## config.mk

```make
export PLATFORM = sky130hd
export DESIGN_NAME = uart_ram_programmer
export DESIGN_NICKNAME = d
export VERILOG_FILES = /design/src/rtl/uart_ram_programmer.sv
export SDC_FILE = /design/constraint.sdc
export NUM_CORES = 1
export LEC_CHECK = 0
export BUFFER_PORTS_ARGS = -buffer_cell sky130_fd_sc_hd__buf_2
export CAP_MARGIN = 15
export CORE_MARGIN = 3
export CORE_UTILIZATION = 26
export DETAILED_ROUTE_END_ITERATION = 12
export SLEW_MARGIN = 30
export SYNTH_ARGS = -nofsm -noshare
export SYNTH_HDL_FRONTEND = slang
export SYNTH_SLANG_ARGS = --single-unit
```

## constraint.sdc

```tcl
create_clock -name clk_i -period 3.3 [get_ports clk_i]
set_input_delay 0 -clock clk_i [delete_from_list [all_inputs] [get_ports clk_i]]
set_output_delay 0 -clock clk_i [all_outputs]
set_load 0.005 [all_outputs]
```

## src/rtl/uart_ram_programmer.sv

```systemverilog
// UART-driven program loader. Watches an 8N1 RX line for a magic byte
// sequence, then holds the system in reset and streams little-endian 32-bit
// words to consecutive RAM word addresses until the line goes idle.
module uart_ram_programmer #(
    parameter int unsigned CLK_FREQ     = 50_000_000,
    parameter int unsigned BAUD_RATE    = 115200,
    parameter int unsigned SEQ_LENGTH   = 4,
    parameter logic [8*SEQ_LENGTH-1:0] MAGIC_SEQ = "PROG",
    parameter int unsigned BREAK_CYCLES = 1_000_000
) (
    input  logic        clk_i,
    input  logic        rst_ni,
    input  logic        uart_rx_i,
    output logic [31:0] prog_addr_o,
    output logic [31:0] prog_data_o,
    output logic        prog_valid_o,
    output logic        prog_mode_o,
    output logic        system_reset_o
);

    localparam int unsigned CLKS_PER_BIT = CLK_FREQ / BAUD_RATE;
    localparam int unsigned CNT_W        = $clog2(CLKS_PER_BIT);
    localparam int unsigned TMR_W        = $clog2(BREAK_CYCLES) + 1;

    localparam logic [CNT_W-1:0] BIT_LAST  = CNT_W'(CLKS_PER_BIT - 1);
    localparam logic [CNT_W-1:0] HALF_LAST = CNT_W'(CLKS_PER_BIT / 2 - 1);
    localparam logic [TMR_W-1:0] TMR_LAST  = TMR_W'(BREAK_CYCLES - 1);

    typedef enum logic [2:0] {
        RX_IDLE,
        RX_START,
        RX_DATA,
        RX_STOP,
        RX_WAIT_HIGH
    } rx_state_e;

    typedef enum logic {
        ST_IDLE,
        ST_PROG
    } state_e;

    // ------------------------------------------------------------------
    // RX receiver
    // ------------------------------------------------------------------
    logic             rx_meta_q, rx_sync_q, rx_prev_q;
    rx_state_e        rx_state_q, rx_state_d;
    logic [CNT_W-1:0] clk_cnt_q;
    logic [2:0]       bit_idx_q;
    logic [7:0]       rx_shift_q;
    logic             bit_tick;
    logic             byte_valid;

    // Two-flop synchronizer plus a delayed copy for falling-edge detection.
    // NOTE: clocked blocks use non-blocking assignments so every flop samples
    // the pre-edge value of its neighbours, exactly like the hardware.
    always_ff @(posedge clk_i or negedge rst_ni) begin
        if (!rst_ni) begin
            rx_meta_q <= 1'b1;
            rx_sync_q <= 1'b1;
            rx_prev_q <= 1'b1;
        end else begin
            rx_meta_q <= uart_rx_i;
            rx_sync_q <= rx_meta_q;
            rx_prev_q <= rx_sync_q;
        end
    end

    // RX state register.
    always_ff @(posedge clk_i or negedge rst_ni) begin
        if (!rst_ni) rx_state_q <= RX_IDLE;
        else         rx_state_q <= rx_state_d;
    end

    // RX next-state: start re-checked at mid-bit, then one sample per bit period.
    // NOTE: every output of a combinational block gets a default first so no
    // path leaves it unassigned and no latch is inferred.
    always_comb begin
        rx_state_d = rx_state_q;
        byte_valid = 1'b0;
        bit_tick   = (rx_state_q == RX_START) ? (clk_cnt_q == HALF_LAST)
                                              : (clk_cnt_q == BIT_LAST);
        unique case (rx_state_q)
            RX_IDLE: begin
                if (rx_prev_q && !rx_sync_q) rx_state_d = RX_START;
            end
            RX_START: begin
                if (bit_tick) rx_state_d = rx_sync_q ? RX_IDLE : RX_DATA;
            end
            RX_DATA: begin
                if (bit_tick && bit_idx_q == 3'd7) rx_state_d = RX_STOP;
            end
            RX_STOP: begin
                if (bit_tick) begin
                    if (rx_sync_q) begin
                        byte_valid = 1'b1;
                        rx_state_d = RX_IDLE;
                    end else begin
                        rx_state_d = RX_WAIT_HIGH;
                    end
                end
            end
            RX_WAIT_HIGH: begin
                if (rx_sync_q) rx_state_d = RX_IDLE;
            end
            default: rx_state_d = RX_IDLE;
        endcase
    end

    // RX datapath: bit timer, bit index and LSB-first shift register.
    always_ff @(posedge clk_i or negedge rst_ni) begin
        if (!rst_ni) begin
            clk_cnt_q  <= '0;
            bit_idx_q  <= '0;
            rx_shift_q <= '0;
        end else begin
            if (rx_state_q == RX_IDLE || rx_state_d != rx_state_q || bit_tick)
                clk_cnt_q <= '0;
            else
                clk_cnt_q <= clk_cnt_q + 1'b1;

            if (rx_state_q == RX_START) begin
                bit_idx_q <= '0;
            end else if (rx_state_q == RX_DATA && bit_tick) begin
                rx_shift_q <= {rx_sync_q, rx_shift_q[7:1]};
                bit_idx_q  <= bit_idx_q + 1'b1;
            end
        end
    end

    // ------------------------------------------------------------------
    // Loader FSM
    // ------------------------------------------------------------------
    state_e                  state_q, state_d;
    logic [8*SEQ_LENGTH-1:0] magic_q, magic_shift;
    logic [31:0]             addr_cnt_q;
    logic [1:0]              idx_q;
    logic [23:0]             word_q;
    logic [TMR_W-1:0]        timer_q;

    // Candidate shift-register value with the received byte entering as LSB.
    always_comb begin
        magic_shift      = magic_q << 8;
        magic_shift[7:0] = rx_shift_q;
    end

    // Loader state register.
    always_ff @(posedge clk_i or negedge rst_ni) begin
        if (!rst_ni) state_q <= ST_IDLE;
        else         state_q <= state_d;
    end

    // Loader next-state: magic match enters PROG, idle timeout leaves it
    // unless a byte completes in the same cycle.
    always_comb begin
        state_d = state_q;
        unique case (state_q)
            ST_IDLE: if (magic_q == MAGIC_SEQ)               state_d = ST_PROG;
            ST_PROG: if (!byte_valid && timer_q == TMR_LAST) state_d = ST_IDLE;
            default: state_d = ST_IDLE;
        endcase
    end

    // Loader datapath: magic shifting, word assembly, write strobe, idle timer.
    always_ff @(posedge clk_i or negedge rst_ni) begin
        if (!rst_ni) begin
            magic_q        <= '0;
            addr_cnt_q     <= '0;
            idx_q          <= '0;
            word_q         <= '0;
            timer_q        <= '0;
            prog_addr_o    <= '0;
            prog_data_o    <= '0;
            prog_valid_o   <= 1'b0;
            prog_mode_o    <= 1'b0;
            system_reset_o <= 1'b0;
        end else begin
            prog_valid_o   <= 1'b0;
            prog_mode_o    <= (state_d == ST_PROG);
            system_reset_o <= (state_d == ST_PROG);

            if (state_q == ST_IDLE) begin
                timer_q <= '0;
                if (state_d == ST_PROG) begin
                    magic_q    <= '0;
                    addr_cnt_q <= '0;
                    idx_q      <= '0;
                    word_q     <= '0;
                end else if (byte_valid) begin
                    magic_q <= magic_shift;
                end
            end else if (byte_valid) begin
                timer_q <= '0;
                if (idx_q == 2'd3) begin
                    prog_data_o  <= {rx_shift_q, word_q};
                    prog_addr_o  <= addr_cnt_q;
                    prog_valid_o <= 1'b1;
                    addr_cnt_q   <= addr_cnt_q + 1'b1;
                    idx_q        <= '0;
                end else begin
                    word_q[8*idx_q +: 8] <= rx_shift_q;
                    idx_q                <= idx_q + 1'b1;
                end
            end else begin
                timer_q <= timer_q + 1'b1;
            end
        end
    end

endmodule

```

# Word-level counts from Yosys, hierarchy flattened
# Cells that the tools add are included.
# classes
add_sub_neg,6
eq_ne,14
n_shift,2
n_mux,38
n_bitwise,2
reduce_logical,18
# op_table
op,count
2-to-1 mux 32 bit,6
2-to-1 mux 24 bit,4
2-to-1 mux 21 bit,2
negation 5 -> 34 bit,1
variable shift 8 x 34 -> 24 bit (first input constant),1
indexed part select 8 x 34 -> 24 bit,1
adder 32 x 1 -> 32 bit (second input constant),1
equality test 32 x 31 -> 1 bit (second input constant),1
bitwise mux 24 bit,1
2-to-1 mux 3 bit,8
adder 21 x 1 -> 21 bit (second input constant),1
equality test 21 x 20 -> 1 bit (second input constant),1
case mux 3 bit (5 select lines),1
2-to-1 mux 2 bit,5
adder 9 x 1 -> 9 bit (second input constant),1
equality test 9 x 8 -> 1 bit (second input constant),1
equality test 9 bit (second input constant),1
2-to-1 mux 1 bit,9
2-to-1 mux 9 bit,1
AND reduction 3 bit,3
equality test 3 x 2 -> 1 bit (second input constant),2
equality test 3 bit (second input constant),2
AND reduction 2 bit,3
nonzero test 2 bit,3
13 further kinds,20
# word_totals
reg_bits,203
inputBits,3
out_inout_bits,67
word_cells,96

# Longest topological paths before layout
# Gate-level depths: netlist of the first run.
# depth
depth_word,10
mapped_depth,9
depth_no_buf,7

# Worst setup path before layout of the first run
# Ideal clock, no wire load.
# synth_path
path_type,register to register
from,register rx_sync_q
to,register addr_cnt_q[20]
setup_ns,0.078
t_arrival_ns,2.310
required_ns,3.222
setup_slack_ns,0.912
stages_incl_launch_ff,7
path_buffers,1
period_less_slack_ns,2.388
cell_sequence,dfstp_2 -> nand4b_4 -> or4_1 -> buf_2 -> or4_4 -> or3_1 -> a21oi_1
# synth_via
elab_chain_cells,9
# synth_lines
item,line_no,source
from (decl),45,"logic rx_meta_q, rx_sync_q, rx_prev_q;"
from (signal assigned),63,rx_sync_q <= rx_meta_q;
2-to-1 mux 1 bit (*),94,if (rx_sync_q) begin
2-to-1 mux 1 bit (*),93,if (bit_tick) begin
2-to-1 mux 1 bit (*),82,unique case (rx_state_q)
zero test 1 bit,158,ST_PROG: if (!byte_valid && timer_q == TMR_LAST) state_d = ST_IDLE;
logical AND 1 bit,158,
2-to-1 mux 1 bit,158,
case mux 1 bit (2 select lines),156,unique case (state_q)
nonzero test 2 bit (no source line),--,
AND reduction 3 bit (no source line) (*),--,
to (signal assigned),197,addr_cnt_q <= addr_cnt_q + 1'b1;
to (decl),135,logic [31:0] addr_cnt_q;
# Mark *: on every way between the ends. The rest lies on a longest branch, timed or not.
# A chain may end at the register's enable or synchronous reset.

# Final worst setup path of the first run
# layout_path
from,register idx_q[0]
to,register addr_cnt_q[16]
# layout_via
elab_chain_cells,3
# layout_lines
item,line_no,source
from (decl),136,logic [1:0] idx_q;
from (signal assigned),201,idx_q <= idx_q + 1'b1;
equality test 2 bit,193,if (idx_q == 2'd3) begin
!= test 2 x 1 -> 1 bit (no source line),--,
AND reduction 3 bit (no source line),--,
# Every way passes these cells.

==> summary.md, run 1 <==
| Metric | Value |
|---|---|
| Area grow syn2layout | `19.3%` |
| R2R cell count | `6` |
| FF+latch count, synth | `203` |
| CP Max Fanout | `17` |
| Reg area | `5080 µm²` |
| Vias | `5580` |
| Slowest cell delay on critical path | `0.61 ns` |
| Final HPWL DP | `12.5 mm` |
| DRC | `0` |
| Largest net degree at the start of global routing | `113` |
| Max Freq | `0.386 GHz` |
| Main synth FF type | `dfrtp_1` |
| Average size of a mapped cell | `12.2 µm²` |
| Fin crit period | `2.59 ns` |
| Post-Syn Nets | `717` |
| Cell Rows | `66` |
| Setup Viol. Count Final | `0` |
| CP required | `3.72 ns` |
| R2R Setup Slk | `0.71 ns` |
| Vias in the first global route | `5654` |
| GRT Total Usage | `10.4%` |
| WS Path Type | `flip-flop to flip-flop` |
| Post-synthesis sequential area ratio | `59.0%` |
| Crit-path cells | `ha_1 > nand4b_1 > or4_4 > or4_4 > or3_1 > a21oi_1` |
| H-tree Lvls | `1` |
| Final RePlAce weighted congestion | `0.775` |
| Final core occ | `31.5%` |
| FILL cells | `3276` |
| CTS tree | `built` |
| Antenna diode count | `0` |
| Yosys Warn Count | `0` |
| FF-to-FF End | `addr_cnt_q[16]` |
| Setup tns final | `0 ns` |
| Final wirelength | `18.4 mm` |
| Least-Margin Pin Slew | `0.860 ns` |
| Die area | `35400 µm²` |
| CTS root buf | `clkbuf_16` |
| Maximum vdd drop | `0.000249 V` |
| Worst Clk Skew | `0.0119 ns` |
| R2R Path Start | `idx_q[0]` |
| Slew HR | `42.7%` |
| Post-synth design cell area | `8620 µm²` |
| Clock Latency Late Sink | `0.50 ns` |
| Synthesized instance count | `705` |
| CTS Buffer Depth | `3` |
| CP startpoint kind | `flip-flop` |
| Post-synth EDFFs | `0` |
| Via density | `4.51` |
| Multi-input gate area | `3350 µm²` |
| Post-DRT Antenna Nets | `0` |
| Worst-path clk slew | `0.06 ns` |
| CTS resizes | `0` |
| Die X | `188 µm` |
| Ranking of synthesized cells by area | `dfrtp_1 58%, mux2_2 11%, a22o_1 3.9%` |
| Routed len/inst | `14.9 µm` |
| FFs w/ async S/R, synth | `100%` |
| Initial DRT Pass Iterations | `4` |
| Share of cells above drive strength 1 | `26.5%` |
| Number of I/O port buffers | `69` |
| Total congestion overflow | `0` |
| Core footprint | `32600 µm²` |
| Leakage | `4.88 nW` |
| IO Count | `70` |
| RSZ-0062 raised after global routing | `no` |
| Layout Nets | `791` |
| Global-route wire length before repair | `30.5 mm` |
| Antenna violations before repair | `0` |
| WP data arrival | `3.02 ns` |
| Die Y | `188 µm` |
| Power per cell area | `520 nW/µm²` |
| CP max-delay cell | `or4_4` |
| Top cell type by total area after synthesis | `dfrtp_1` |
| CTS Buf Count | `24` |
| Hold WC Path Type | `primary input to asynchronous set/reset pin` |
| Critical path's most frequent cell | `or4_4` |
| Max-slew violations | `0` |
| Final hold vios | `0` |
| DR iter-0 viols | `247` |
| Period utilization | `78.6%` |
| CTS sink cnt | `203` |
| Initial core utilization | `26.4%` |
| Status | `completed` |
| Synth cell types | `53` |
| Max cap viols | `0` |
| Crit end category | `flip-flop` |
| Share of the synthesized area in the top cell type | `58.1%` |
[stage by stage]
step           power, mW  hold slack (ns)  std cells  worst slack (ns)  cell area [µm²]
2_1_floorplan       2.72           -0.296        705             0.912             8620
3_3_place_gp        2.80            0.127       1193             0.747             9480
4_1_cts             5.42            0.129       1237             0.701            10300
5_1_grt             5.57            0.147       1237             0.525            10300
3_5_place_dp        2.81            0.118       1193             0.712             9480
6_report            5.35            0.135       1237             0.706            10300
[flip-flops by register name, indices dropped and copies added, names as in the netlist]
name	count
prog_valid_o	1
addr_cnt_q	32
prog_data_o	32
rx_state_q	3
word_q	24
idx_q	2
rx_sync_q	1
clk_cnt_q	9
rx_meta_q	1
prog_addr_o	32
rx_prev_q	1
system_reset_o	1
magic_q	32
bit_idx_q	3
rx_shift_q	8
timer_q	21
[what timing repair did]
| action | CTS | global route |
|---|---|---|
| endpoints found under the setup margin | 0 | 0 |
| setup buffers | 0 | 0 |
| endpoints found under the hold margin | 107 | 0 |
| hold buffers | 2 | 0 |
[power by group]
group | switching [mW] | internal (mW) | total, mW | leakage (nW)
sequential | 0.0609 | 2.54 | 2.60 | 2.81
clock | 0.971 | 1.61 | 2.58 | 0.377
combinational | 0.0949 | 0.0711 | 0.166 | 1.69
[routing by layer]
layer | global-route usage [%] | vias to the layer above | wire, µm
met5 | 0 | - | 0
met4 | 2.91 | 0 | 347
met3 | 2.54 | 25 | 1230
met2 | 15.8 | 96 | 8080
met1 | 14.7 | 2767 | 8720
li1 | - | 2692 | -
[cell usage in the layout, fill, tap and decap left out, drive strengths merged, types with 7 or more instances in the layout]
| cell | instances |
|---|---|
| nand2 | 44 |
| nor2 | 61 |
| dfrtp | 200 |
| nand3 | 19 |
| a22o | 38 |
| buf | 79 |
| ha | 9 |
| xor2 | 16 |
| nor4b | 7 |
| mux2 | 83 |
| a21oi | 13 |
| xnor2 | 31 |
| nor3 | 16 |
| nand4 | 21 |
| inv | 14 |
| clkbuf | 37 |
| or3 | 9 |
| nor4 | 17 |
| o21ai | 20 |
[area by class of cell]
cell class	count	area share, %
inverters	14	0.511
clock buffers	37	6.81
flip-flops and latches	203	49.4
multi-input cells	455	32.6
repair buffers	81	4.50
clock inverters	5	0.791
well taps	442	5.38
[synthesized netlist by cell type, types with 3 or more instances]
library cell and n:
inv_1 13, or4_1 4, nand2_1 44, nand3_1 19
a22o_1 38, a31o_2 3, dfrtp_1 200, xor2_1 16
and2_1 4, nor4b_1 6, clkbuf_1 23, o21ai_0 20
mux2_2 83, dfstp_2 3, xnor2_1 31, ha_1 9
and3_1 6, a21oi_1 13, buf_1 6, nor2_1 61
nor4_1 17, nor3_1 14, or3_1 9, and4_1 6
nand4_1 21
[how the worst max path moves through the flow]
| stage | depth (start not counted) | slack [ns] | endpoint | start |
|---|---|---|---|---|
| after detailed placement | 6 | 0.71 | addr_cnt_q[16] | idx_q[0] |
| after global placement | 6 | 0.75 | addr_cnt_q[20] | idx_q[0] |
| after global routing | 6 | 0.53 | addr_cnt_q[20] | idx_q[0] |
| after CTS | 5 | 0.70 | addr_cnt_q[16] | rx_sync_q |
| final | 6 | 0.71 | addr_cnt_q[16] | idx_q[0] |
| after floorplan | 6 | 0.91 | addr_cnt_q[20] | rx_sync_q |
[kinds of logic after synthesis]
group / Yosys count / share of synthesized area (%)
compound gates: 82 / 6.87
xor+xnor: 47 / 4.78
fa+ha+maj: 9 / 1.31
buf+inv: 47 / 2.24
flops: 203 / 59.0
mux: 85 / 11.1
simple gates: 232 / 14.8
[critical path, delay by kind of cell (launching register included)]
family / cells / cell delay, ns
simple gates: 4 / 1.62
fa+ha+maj: 1 / 0.25
compound gates: 1 / 0.14
flops: 1 / 0.50
(Power assumes the default switching activity.)
==> run 2, diff against run 1 <==
==> constraint.sdc (replaced) <==
create_clock -name clk_i -period 2.3 [get_ports clk_i]
set_input_delay 0 -clock clk_i [delete_from_list [all_inputs] [get_ports clk_i]]
set_output_delay 0 -clock clk_i [all_outputs]
set_load 0.005 [all_outputs]
==> run 2 against run 1 <==
  * The flow now finishes with violations (negative setup slack)
  * Worst hold slack got worse by 0.041 ns
  * Register-to-register slack got worse by 0.75 ns
  * Critical path depth decreased by 1
  * Power increased by 42%
  * Clock power increased by 38%
  * Final cell count increased by 1.9%
  * Clock-buffer cell count decreased by 7
  * Combinational power increased by 110%
  * Cell area increased by 2.6%
  * Fmax increased by 11%
  * Worst setup slack got worse by 0.75 ns
==> summary.md, run 2 (synthesis results as in run 1) <==
| Metric | Value |
|---|---|
| WP data arrival | `2.77 ns (-0.25 ns)` |
| CP startpoint kind | `flip-flop` |
| Fin crit period | `2.34 ns (-0.252 ns)` |
| Slew HR | `43.3% (+0.62 points)` |
| DR iter-0 viols | `296 (+20%)` |
| Failing checks | `negative setup slack` |
| H-tree Lvls | `1 (unchanged)` |
| Largest net degree at the start of global routing | `77 (-32%)` |
| R2R Setup Slk | `-0.04 ns (-0.75 ns)` |
| Share of cells above drive strength 1 | `30.4% (+3.9 points)` |
| Int Pwr | `5.96 mW (+41%)` |
| Final wirelength | `18.8 mm (+2.3%)` |
| Sw Share | `21.4% (+0.32 points)` |
| Die Y | `188 µm (unchanged)` |
| Pre-CTS setup slack | `0.0303 ns (-0.681 ns)` |
| Hold Worst Slack | `0.0945 ns (-0.0407 ns)` |
| Total congestion overflow | `0 (unchanged)` |
| Power per cell area | `718 nW/µm² (+38%)` |
| Final setup margin | `-0.0418 ns (-0.748 ns)` |
| Final core occ | `32.3% (+0.81 points)` |
| Reg area | `5080 µm² (unchanged)` |
| CP required | `2.73 ns (-0.99 ns)` |
| Clock Latency Late Sink | `0.51 ns (about the same)` |
| Initial core utilization | `26.4% (unchanged)` |
| CTS sink cnt | `203 (unchanged)` |
| CTS tree | `built` |
| FILL cells | `3254 (-0.67%)` |
| Max Freq | `0.427 GHz (+11%)` |
| Global-route wire length before repair | `31.2 mm (+2.4%)` |
| Max cap viols | `0 (unchanged)` |
| Most frequent cells in the layout | `200 x dfrtp_1, 83 x mux2_2, 68 x buf_2` |
| Maximum vdd drop | `0.000392 V (+57%)` |
| Overall power | `7.58 mW (+42%)` |
| Comb pwr share | `4.5% (+1.4 points)` |
| WS Path Type | `flip-flop to flip-flop` |
| Worst-path clk slew | `0.06 ns (about the same)` |
| Most common cell after layout, fill and taps aside | `dfrtp_1` |
| Core footprint | `32600 µm² (unchanged)` |
| Number of I/O port buffers | `69 (unchanged)` |
| Initial DRT Pass Iterations | `4 (unchanged)` |
| CTS root buf | `clkbuf_16` |
| Final RePlAce weighted congestion | `0.775 (about the same)` |
| IO Count | `70 (unchanged)` |
| FF-to-FF End | `addr_cnt_q[18]` |
| CP Max Fanout | `6 (-11)` |
| Leakage | `5.03 nW (+3.0%)` |
| Sw Pwr | `1.62 mW (+44%)` |
| Vias in the first global route | `5788 (+2.4%)` |
| DRC | `0 (unchanged)` |
| Sequential share of power | `48.7% (about the same)` |
| CTS Buf Count | `22 (-8.3%)` |
| Die area | `35400 µm² (unchanged)` |
| Layout Nets | `819 (+3.5%)` |
| Least-Margin Pin Slew | `0.851 ns (-0.00937 ns)` |
| Post-DRT Antenna Nets | `0 (unchanged)` |
| RSZ-0062 raised after global routing | `yes` |
| R2R cell count | `5 (-1)` |
| Final HPWL DP | `13.0 mm (+3.9%)` |
| Cell Rows | `66 (unchanged)` |
| Worst Clk Skew | `0.00942 ns (-0.00248 ns)` |
| GRT Total Usage | `10.7% (+0.31 points)` |
| Area grow syn2layout | `22.4%` |
| Antenna violations before repair | `0 (unchanged)` |
| R2R Path Start | `rx_sync_q` |
| Max-slew violations | `0 (unchanged)` |
| Multi-input gate area | `3390 µm² (+1.1%)` |
| Vias | `5791 (+3.8%)` |
| Via density | `4.59 (+1.8%)` |
| CTS Buffer Depth | `3 (unchanged)` |
| Routed len/inst | `14.9 µm (+0.36%)` |
| Antenna diode count | `0 (unchanged)` |
| Final hold vios | `0 (unchanged)` |
| Status | `complete, but fails checks` |
| Setup Viol. Count Final | `1 (+1)` |
| Die X | `188 µm (unchanged)` |
| Period utilization | `102% (+23 points)` |
| Clock share of power | `46.8% (-1.5 points)` |
| Hold WC Path Type | `primary input to asynchronous set/reset pin` |
| Crit end category | `flip-flop` |
## run 2: per-stage QoR
| stage | TNS (ns) | std cells | instance area, µm² |
|---|---|---|---|
| 3_3_place_gp | 0 | 1222 | 9750 |
| 3_5_place_dp | 0 | 1222 | 9750 |
| 5_1_grt | -0.919 | 1261 | 10500 |
| 2_1_floorplan | 0 | 705 | 8630 |
| 4_1_cts | 0 | 1260 | 10500 |
| 6_report | -0.0418 | 1261 | 10500 |
## run 2: cell type report
| cell class | instances | area share (%) |
|---|---|---|
| Clock inverter | 6 | 0.890 |
| Tap cell | 442 | 5.24 |
| Clock buffer | 30 | 6.07 |
| Timing Repair Buffer | 111 | 6.99 |
| Multi-Input combinational cell | 455 | 32.1 |
| Inverter | 14 | 0.498 |
| Sequential cell | 203 | 48.2 |
## run 2: how the worst max path moves through the flow
stage	from	end	slack, ns	depth (start not counted)
2_1_floorplan	rx_sync_q	word_q[0]	0.03	6
3_3_place_gp	rx_sync_q	addr_cnt_q[18]	0.05	5
3_5_place_dp	clk_cnt_q[2]	addr_cnt_q[16]	0.03	5
4_1_cts	clk_cnt_q[2]	addr_cnt_q[20]	0.03	5
5_1_grt	rx_sync_q	addr_cnt_q[18]	-0.08	5
6_report	rx_sync_q	addr_cnt_q[18]	-0.04	5
## run 2: worst max-delay path: stages, from the launching register on
cell and delay [ns]:
dfstp_2 0.55, nand4b_4 0.11, or4_4 0.60, or4_4 0.48, or3_4 0.39, a21oi_2 0.13
## run 2: what timing repair did
item                                   in CTS  in global routing
gates resized for setup                     0                  7
setup endpoints to repair                   0                 36
buffers inserted                            0                  1
hold buffers                                2                  0
endpoints found under the hold margin      74                  0
## run 2: metal layers
layer	part of all wire, %	routed length, µm	GRT usage, %	up-vias
li1	-	-	-	2735
met1	44	8340	14.2	2921
met2	48	9100	17.6	102
met3	4.8	893	2.32	33
met4	2.5	464	3.15	0
met5	0	0	0	-
## run 2: power groups by stage
stage	sequential, mW	combinational (mW)	clock [mW]
2_1_floorplan	3.77	0.136	0
3_3_place_gp	3.75	0.341	0
3_5_place_dp	3.75	0.342	0
4_1_cts	3.69	0.350	3.65
5_1_grt	3.70	0.393	3.80
6_report	3.69	0.342	3.55
